`config.mk`:
```
export PLATFORM = sky130hd
export DESIGN_NAME = gf2m_operand_sequencer
export DESIGN_NICKNAME = d
export VERILOG_FILES = /design/src/rtl/gf2m_pkg.sv /design/src/rtl/gf2m_digit_shifter.sv /design/src/rtl/gf2m_operand_sequencer.sv
export SDC_FILE = /design/constraint.sdc
export NUM_CORES = 1
export LEC_CHECK = 0
export BUFFER_PORTS_ARGS = -buffer_cell sky130_fd_sc_hd__buf_4
export CAP_MARGIN = 10
export CORE_AREA = 2 2 454 456
export DETAILED_ROUTE_END_ITERATION = 10
export DIE_AREA = 0 0 456 458
export SYNTH_ARGS = -nofsm -noshare
export SYNTH_HDL_FRONTEND = slang
export SYNTH_SLANG_ARGS = --single-unit
```
`constraint.sdc`:
```
create_clock -name clk -period 2 [get_ports clk]
set_input_delay 0.4 -clock clk [delete_from_list [all_inputs] [get_ports clk]]
set_output_delay 0.4 -clock clk [all_outputs]
set_load 0.005 [all_outputs]
```
`src/rtl/gf2m_pkg.sv`:
```
`default_nettype none
// ---- gf2m_pkg : shared sizes, FSM encodings and B-163 constant for the GF(2^m) sequencer ----
// ---- rev 1.0 ----
package gf2m_pkg;

  localparam int DIGITAL_DEFAULT    = 8;
  localparam int DATA_WIDTH_DEFAULT = 163;
  localparam int WD_LIMIT           = 4;

  localparam logic [162:0] G163 = 163'hC9;

  localparam logic [2:0] ST_IDLE  = 3'd0;
  localparam logic [2:0] ST_START = 3'd1;
  localparam logic [2:0] ST_FEED  = 3'd2;
  localparam logic [2:0] ST_WAIT  = 3'd3;
  localparam logic [2:0] ST_OUT   = 3'd4;

  function automatic int num_digits(input int data_width, input int digital);
    return (data_width + digital - 1) / digital;
  endfunction

endpackage
`default_nettype wire

```
`src/rtl/gf2m_digit_shifter.sv`:
```
`default_nettype none
// ---- gf2m_digit_shifter : parallel-load register shifting one digit left per enable, top digit out ----
// ---- rev 1.0 ----
module gf2m_digit_shifter #(
  parameter int DIGITAL    = 8,
  parameter int NUM_DIGITS = 21
) (
  input  logic                          clk,
  input  logic                          rst,
  input  logic                          load,
  input  logic                          shift,
  input  logic [NUM_DIGITS*DIGITAL-1:0] din,
  output logic [DIGITAL-1:0]            top
);

  localparam int WIDTH = NUM_DIGITS * DIGITAL;

  logic [WIDTH-1:0] r_sreg;

  always_ff @(posedge clk or negedge rst) begin
    if (!rst) begin
      r_sreg <= '0;
    end else if (load) begin
      r_sreg <= din;
    end else if (shift) begin
      r_sreg <= r_sreg << DIGITAL;
    end
  end

  assign top = r_sreg[WIDTH-1 -: DIGITAL];

endmodule
`default_nettype wire

```
`src/rtl/gf2m_operand_sequencer.sv`:
```
`default_nettype none
// ---- gf2m_operand_sequencer : streams b digits into the gf2m core and returns its product ----
// ---- rev 1.0 ; optional WAIT watchdog enabled by defining GF2M_SEQ_TIMEOUT_EN ----
module gf2m_operand_sequencer
  import gf2m_pkg::*;
#(
  parameter int DIGITAL    = DIGITAL_DEFAULT,
  parameter int DATA_WIDTH = DATA_WIDTH_DEFAULT
) (
  input  logic                  clk,
  input  logic                  rst,
  input  logic                  in_valid,
  output logic                  in_ready,
  input  logic [DATA_WIDTH-1:0] in_a,
  input  logic [DATA_WIDTH-1:0] in_b,
  input  logic [DATA_WIDTH-1:0] in_g,
  output logic                  core_start,
  output logic [DATA_WIDTH-1:0] core_a,
  output logic [DATA_WIDTH-1:0] core_g,
  output logic [DIGITAL-1:0]    core_b,
  input  logic [DATA_WIDTH-1:0] core_t,
  input  logic                  core_done,
  output logic                  out_valid,
  input  logic                  out_ready,
  output logic [DATA_WIDTH-1:0] out_result,
  output logic                  busy,
  output logic                  err
);

  localparam int NUM_DIGITS = num_digits(DATA_WIDTH, DIGITAL);
  localparam int PAD_WIDTH  = NUM_DIGITS * DIGITAL;
  localparam int CNT_W      = (NUM_DIGITS > 1) ? $clog2(NUM_DIGITS) : 1;
  localparam logic [CNT_W-1:0] LAST_DIGIT = CNT_W'(NUM_DIGITS - 1);

  // The core runs DATA_WIDTH/DIGITAL+1 CAL cycles; only a partial top digit makes that equal NUM_DIGITS.
  generate
    if (DATA_WIDTH % DIGITAL == 0) begin : g_digit_split_check
      $error("gf2m_operand_sequencer: DATA_WIDTH must not be a multiple of DIGITAL");
    end
  endgenerate

  logic [2:0]            r_state;
  logic [2:0]            w_next;
  logic [CNT_W-1:0]      r_cnt;
  logic [DATA_WIDTH-1:0] r_a;
  logic [DATA_WIDTH-1:0] r_g;
  logic [DATA_WIDTH-1:0] r_result;
  logic [DIGITAL-1:0]    w_top;
  logic                  w_load;
  logic                  w_shift;
  logic                  w_capture;
  logic                  w_timeout;

  // State register
  always_ff @(posedge clk or negedge rst) begin
    if (!rst) begin
      r_state <= ST_IDLE;
    end else begin
      r_state <= w_next;
    end
  end

  // Next-state logic
  always_comb begin
    w_next = r_state;
    case (r_state)
      ST_IDLE:  if (in_valid)                w_next = ST_START;
      ST_START:                              w_next = ST_FEED;
      ST_FEED:  if (r_cnt == LAST_DIGIT)     w_next = ST_WAIT;
      ST_WAIT:  if (core_done || w_timeout)  w_next = ST_OUT;
      ST_OUT:   if (out_ready)               w_next = ST_IDLE;
      default:                               w_next = ST_IDLE;
    endcase
  end

  // Output decode
  always_comb begin
    in_ready   = 1'b0;
    core_start = 1'b0;
    out_valid  = 1'b0;
    w_load     = 1'b0;
    w_shift    = 1'b0;
    w_capture  = 1'b0;
    core_b     = '0;
    busy       = (r_state != ST_IDLE);
    case (r_state)
      ST_IDLE: begin
        in_ready = 1'b1;
        w_load   = in_valid;
      end
      ST_START: core_start = 1'b1;
      ST_FEED: begin
        core_b  = w_top;
        w_shift = 1'b1;
      end
      ST_WAIT:  w_capture = core_done;
      ST_OUT:   out_valid = 1'b1;
      default: ;
    endcase
  end

  always_ff @(posedge clk or negedge rst) begin
    if (!rst) begin
      r_a      <= '0;
      r_g      <= '0;
      r_cnt    <= '0;
      r_result <= '0;
    end else begin
      if (w_load) begin
        r_a <= in_a;
        r_g <= in_g;
      end
      if (r_state == ST_START) begin
        r_cnt <= '0;
      end else if (r_state == ST_FEED) begin
        r_cnt <= r_cnt + CNT_W'(1);
      end
      if (w_capture) begin
        r_result <= core_t;
      end else if (w_timeout) begin
        r_result <= '0;
      end
    end
  end

  gf2m_digit_shifter #(
    .DIGITAL    (DIGITAL),
    .NUM_DIGITS (NUM_DIGITS)
  ) u_shifter (
    .clk   (clk),
    .rst   (rst),
    .load  (w_load),
    .shift (w_shift),
    .din   (PAD_WIDTH'(in_b)),
    .top   (w_top)
  );

`ifdef GF2M_SEQ_TIMEOUT_EN
  logic [7:0] r_wd;
  logic       r_err;

  // Fires on the WD_LIMIT-th consecutive WAIT cycle without core_done.
  assign w_timeout = (r_state == ST_WAIT) && !core_done && (r_wd == 8'(WD_LIMIT - 1));

  always_ff @(posedge clk or negedge rst) begin
    if (!rst) begin
      r_wd  <= '0;
      r_err <= 1'b0;
    end else begin
      if ((r_state == ST_WAIT) && !core_done) begin
        r_wd <= r_wd + 8'd1;
      end else begin
        r_wd <= '0;
      end
      if (w_timeout) begin
        r_err <= 1'b1;
      end
    end
  end

  assign err = r_err;
`else
  assign w_timeout = 1'b0;
  assign err       = 1'b0;
`endif

  assign core_a     = r_a;
  assign core_g     = r_g;
  assign out_result = r_result;

endmodule
`default_nettype wire
```
* After elaboration in Yosys (flattened, before gate mapping)
Index checks and enable logic that the tools add are counted.
Storage, ports and cells: register bits 665, bits of input ports 657, output and inout port bits 502, logic and storage cells 37
Cells by class: add/sub/neg operators 1, eq/ne operators 9, muxes and demuxes 16, reductions and logical operators 5
Operators with widths (number):
- $mux W168 | 2
- $pmux W3 S5 | 1
- $mux W3 | 4
- $mux W5 | 2
- $mux W8 | 1
- $ne A2 B2 Y1 const B | 4
- $eq A3 B2 Y1 const B | 2
- $mux W1 | 6
- $add A5 B1 Y5 const B | 1
- $eq A5 B5 Y1 const B | 1
- $reduce_and A4 Y1 | 1
- $reduce_bool A2 Y1 | 2
- $eq A3 B1 Y1 const B | 1
- $eq A3 B3 Y1 const B | 1
- $logic_not A3 Y1 | 1
- $reduce_bool A3 Y1 | 1

* Logic depth before layout (Yosys ltp)
depth in word-level cells 4, mapped depth 7, gate-level depth less buffers 4

* Hierarchy
Synthesis repeated with hierarchy kept, for this count alone.
Unflattened totals: cells, all modules 1830, area total of the unflattened synthesis 26559.2 um2
Modules (own cells, without submodules):
- gf2m_operand_sequencer | instances 1, cells each 1094, area an instance 18761.7 um2, sequential area each 12436.9 um2
- gf2m_digit_shifter | instances 1, cells each 736, area an instance 7797.5 um2, sequential area each 4204.0 um2

* Least setup slack after synthesis
Ideal clock, no wire load.
path type register -> output, from register r_state[2], to output core_b[0], data arrival time 1264 ps, required time 1600 ps, slack 336 ps, stages on the path, launching flop included 6, buffers on the path 3, cells stage by stage dfrtp_1 -> buf_2 -> nor3b_1 -> buf_2 -> clkbuf_1 -> and2_1
Between the ends: word-level cells in the longest chain between the ends 2
Ends and longest elaborated chain:
- start: declaration | RTL line gf2m_operand_sequencer.sv:42 | logic [2:0] r_state;
- start signal: assignment | RTL line gf2m_operand_sequencer.sv:59 | r_state <= w_next;
- $eq A3 B2 Y1 | RTL line gf2m_operand_sequencer.sv:86 | case (r_state)
- $mux W8 | RTL line gf2m_operand_sequencer.sv:86
- end: declaration | RTL line gf2m_operand_sequencer.sv:20 | output logic [DIGITAL-1:0] core_b,
Every way passes these cells.

* Final worst setup path
from register r_state[2], to output core_start
Between the ends: word-level cells in the longest chain between the ends 2
Ends and longest elaborated chain:
- $eq A3 B1 Y1 | RTL line gf2m_operand_sequencer.sv:86
- $mux W1 | RTL line gf2m_operand_sequencer.sv:86
- end: declaration | RTL line gf2m_operand_sequencer.sv:17 | output logic core_start,
Every way passes these cells.

==> impl_metrics.yaml <==
worst_hold_path:
  holdPathEnd: "core_g[153]"
  holdPathStages: 4
  min-delay-start: "in_g[153]"
  hp-class: "input pin to flop"
global_routing:
  grt_max_degree: 79
  antenna_found_initial: 133
  grt_pass1_vias: 27949
  grt_pass1_wl_um: 246000
  grt-ovfl-total: 0
  track_usage_pct: 17.2
critical_path:
  cp_data_arrival_time_ns: 1.94
  critPathLaunchType: "flop"
  cp_top_family: "flip-flops"
  path_buf_inv: 3
  worstSetupPathType: "flop to output pin"
  crit_slowest_cell: "dfrtp_2"
  r2r_cells: 7
  ff2ff_setup_slack_ns: -0.10
  r2r_start: "r_state[0]"
  cp_data_required_time_ns: 1.60
  worstPathCellList: "buf_4, or3b_4, inv_4, buf_6"
  path_max_fanout: 5
  worst_path_largest_cell_delay_ns: 0.43
  end_kind: "output pin"
  r2r-end: "u_shifter.r_sreg[75]"
yosys:
  muxShareOfSynthArea_pct: 6.98
  synth_area_um2: 26400
  synth_nets: 3156
  ys_warn_count: 0
  synth_seq_area_share_pct: 63.0
  postSynthAreaPerCell_um2: 10.6
  synthAdderAreaFrac_pct: 0.0947
  synthSimpleGateAreaFrac_pct: 20.1
  synth_compound_gate_area_share_pct: 5.37
  synth_top_family_by_area: "simple AND/OR/NAND/NOR gates"
  syn_inst: 2497
  ys_types: 36
  synthXorXnorAreaFrac_pct: 0.0331
  ys_ff_latch: 665
detailed_routing:
  first_pass_iters: 6
  final_antenna_net_count: 0
  viasPerCell: 3.86
  drtIter0Drc: 2415
  vias: 27756
  wire_per_inst_um: 27.0
  drcViolationCount: 0
  drt_wl_total_um: 194000
floorplan:
  start_util_pct: 13.0
  fp.dieArea_um2: 209000
  fp.dieH_um: 458
  rows: 166
  die_w_um: 456
  ios: 1159
  core-area_um2: 204000
clocking:
  clk_path_buf_depth: 3
  cts_max_level: 3
  cts_buffers: 86
  clk_pin_slew_ns: 0.06
  clock_latency_ns: 0.71
  cts_root_buffer: "clkbuf_16"
  cts_tree: "yes"
  numClockSinks: 665
place:
  gp_congestion: 0.970
  dpl.hpwl_um: 151000
  placed_area_um2: 38700
  port_buffers: 1157
timing:
  rsz0062_at_grt: "true"
  fin_ws_ns: -0.337
  hold_violations: 0
  period_minus_slack_ns: 2.34
  max_freq_ghz: 0.428
  period_share_pct: 117
  maxSlewViolCount: 0
  clock-skew-final_ns: 0.0349
  setup_viol: 276
  holdWs_ns: 0.0945
finish:
  n_fill_cell: 21700
  final_area_um2: 49600
  syn_to_final_growth_pct: 87.6
  drive_gt1_share_pct: 38.2
  nNetsFinal: 5049
pwr:
  ir_worst_vdd_mv: 0.830
  p_per_area_nw_per_um2: 1520
  leakagePower_nw: 24.4
run:
  cap_violations: 0
status:
  violations: "setup timing"
  status: "finished with violations"
stage by stage:
stage                     TNS (ns)  power, mW  utilization (%)  std cells  worst slack, ns
after floorplan                  0       36.1                -       2497            0.336
after global placement           0       53.8             19.0       6290           0.0255
after detailed placement    -0.434       54.4             19.0       6290          -0.0362
final                       -17.58       75.5             24.3       7198           -0.337
after CTS                    -4.76       73.8             23.7       7101           -0.458
after global routing        -39.27       79.6             24.3       7173           -0.437
layer usage:
layer  routed length, um  up-vias  share of wire, %  global-route usage [%]
li1                    -    12003                 -                       -
met1               75500    13882                39                    20.4
met2               94500     1469                49                    29.2
met3               16900      380               8.7                    5.54
met4                7000       22               3.6                    5.53
met5                 135        -             0.070                       0
worst max path at each step:
stage	cells past startpoint	to	start
floorplan	5	core_b[0]	r_state[2]
global placement	6	core_g[36]	r_state[2]
detailed placement	6	core_g[40]	r_state[2]
CTS	5	core_b[2]	r_state[2]
global route	5	core_b[0]	r_state[0]
finish	4	core_start	r_state[2]
sequential cells by signal, indices dropped and copies added (netlist names):
name              count
r_cnt                 5
u_shifter.r_sreg    168
r_state               3
out_result          163
core_g              163
core_a              163
area by class of cell:
class / instances / area (um^2) / share of cell area, %
clock inverter: 31 / 427 / 0.861
antenna: 52 / 130 / 0.263
timing repair buffer: 1971 / 17700 / 35.6
inverter: 6 / 25.0 / 0.0505
tap: 2688 / 3360 / 6.79
clock buffer: 125 / 2560 / 5.17
sequential: 665 / 16600 / 33.6
multi-input combinational: 1660 / 8750 / 17.7
where the power goes:
group,leakage (nW),internal [mW],switching [mW]
clock network,1.47,9.86,6.84
logic,14.7,16.1,18.0
registers,8.22,20.1,4.54
worst min-delay path, delay by kind of cell:
family        cells  cell delay, ns
buf+inv           2            0.25
simple gates      2            0.10
logic make-up after synthesis:
group | Yosys count
AOI/OAI and AO/OA | 192
adders and majority gates | 2
buffers and inverters | 172
and+or+nand+nor | 1300
other | 1
muxes | 164
xor gates and xnor gates | 1
DFF | 665
synthesized netlist by cell type:
cell          n  area (um^2)
dfrtp_1     665        16600
or3_1         1         6.26
ha_1          2         25.0
or3b_1        1         8.76
o21ai_0       2         10.0
and3_1        1         6.26
nand2b_1      1         6.26
a2bb2oi_1     1         8.76
buf_4         2         15.0
a21o_1        8         60.1
buf_2        92          460
xnor2_1       1         8.76
o21ai_1       1         5.00
nand3_1     107          536
mux2i_1       1         10.0
buf_1         9         33.8
nor3_1        2         10.0
and2_1        8         50.1
or4b_1        1         10.0
nor3b_1       1         7.51
nand4_1       1         6.26
or3b_2        1         8.76
nand2_1    1128         4230
a22oi_1     139         1040
nor4b_4       1         23.8
mux2_2      163         1840
clkbuf_1      9         33.8
inv_1         6         22.5
nor2_1       11         41.3
nand3_2      34          340
nand4b_1      1         8.76
o22ai_1       1         6.26
conb_1        1         3.75
a21oi_1      17         85.1
buf_6        54          608
a22o_1       23          201
layout by cell type (no fill, tap or decap), types with 6 or more instances in the layout:
cell type      instances
a22oi_1              139
clkinv_2              12
nor2_1                 7
buf_6                 29
nand3_1               96
dlygate4sd3_1        641
a22o_1                23
nand2_1             1122
a21oi_1               17
buf_4               1224
nand3_2               45
buf_12                36
clkbuf_16            111
diode_2               52
and2_4                 7
bufinv_16              7
mux2_2               163
buf_8                  6
clkbuf_1              16
dfrtp_1              663
a21o_1                 8
clkbuf_8              20
buf_16                12
timing repair:
action	4_1_cts	5_1_grt
hold buffers	641	0
hold endpoints to repair	934	0
pin swaps	5	4
gates cloned	2	34
endpoints found under the setup margin	78	215
setup buffers	12	12
gates resized for setup	39	56
(Power assumes the default switching activity.)
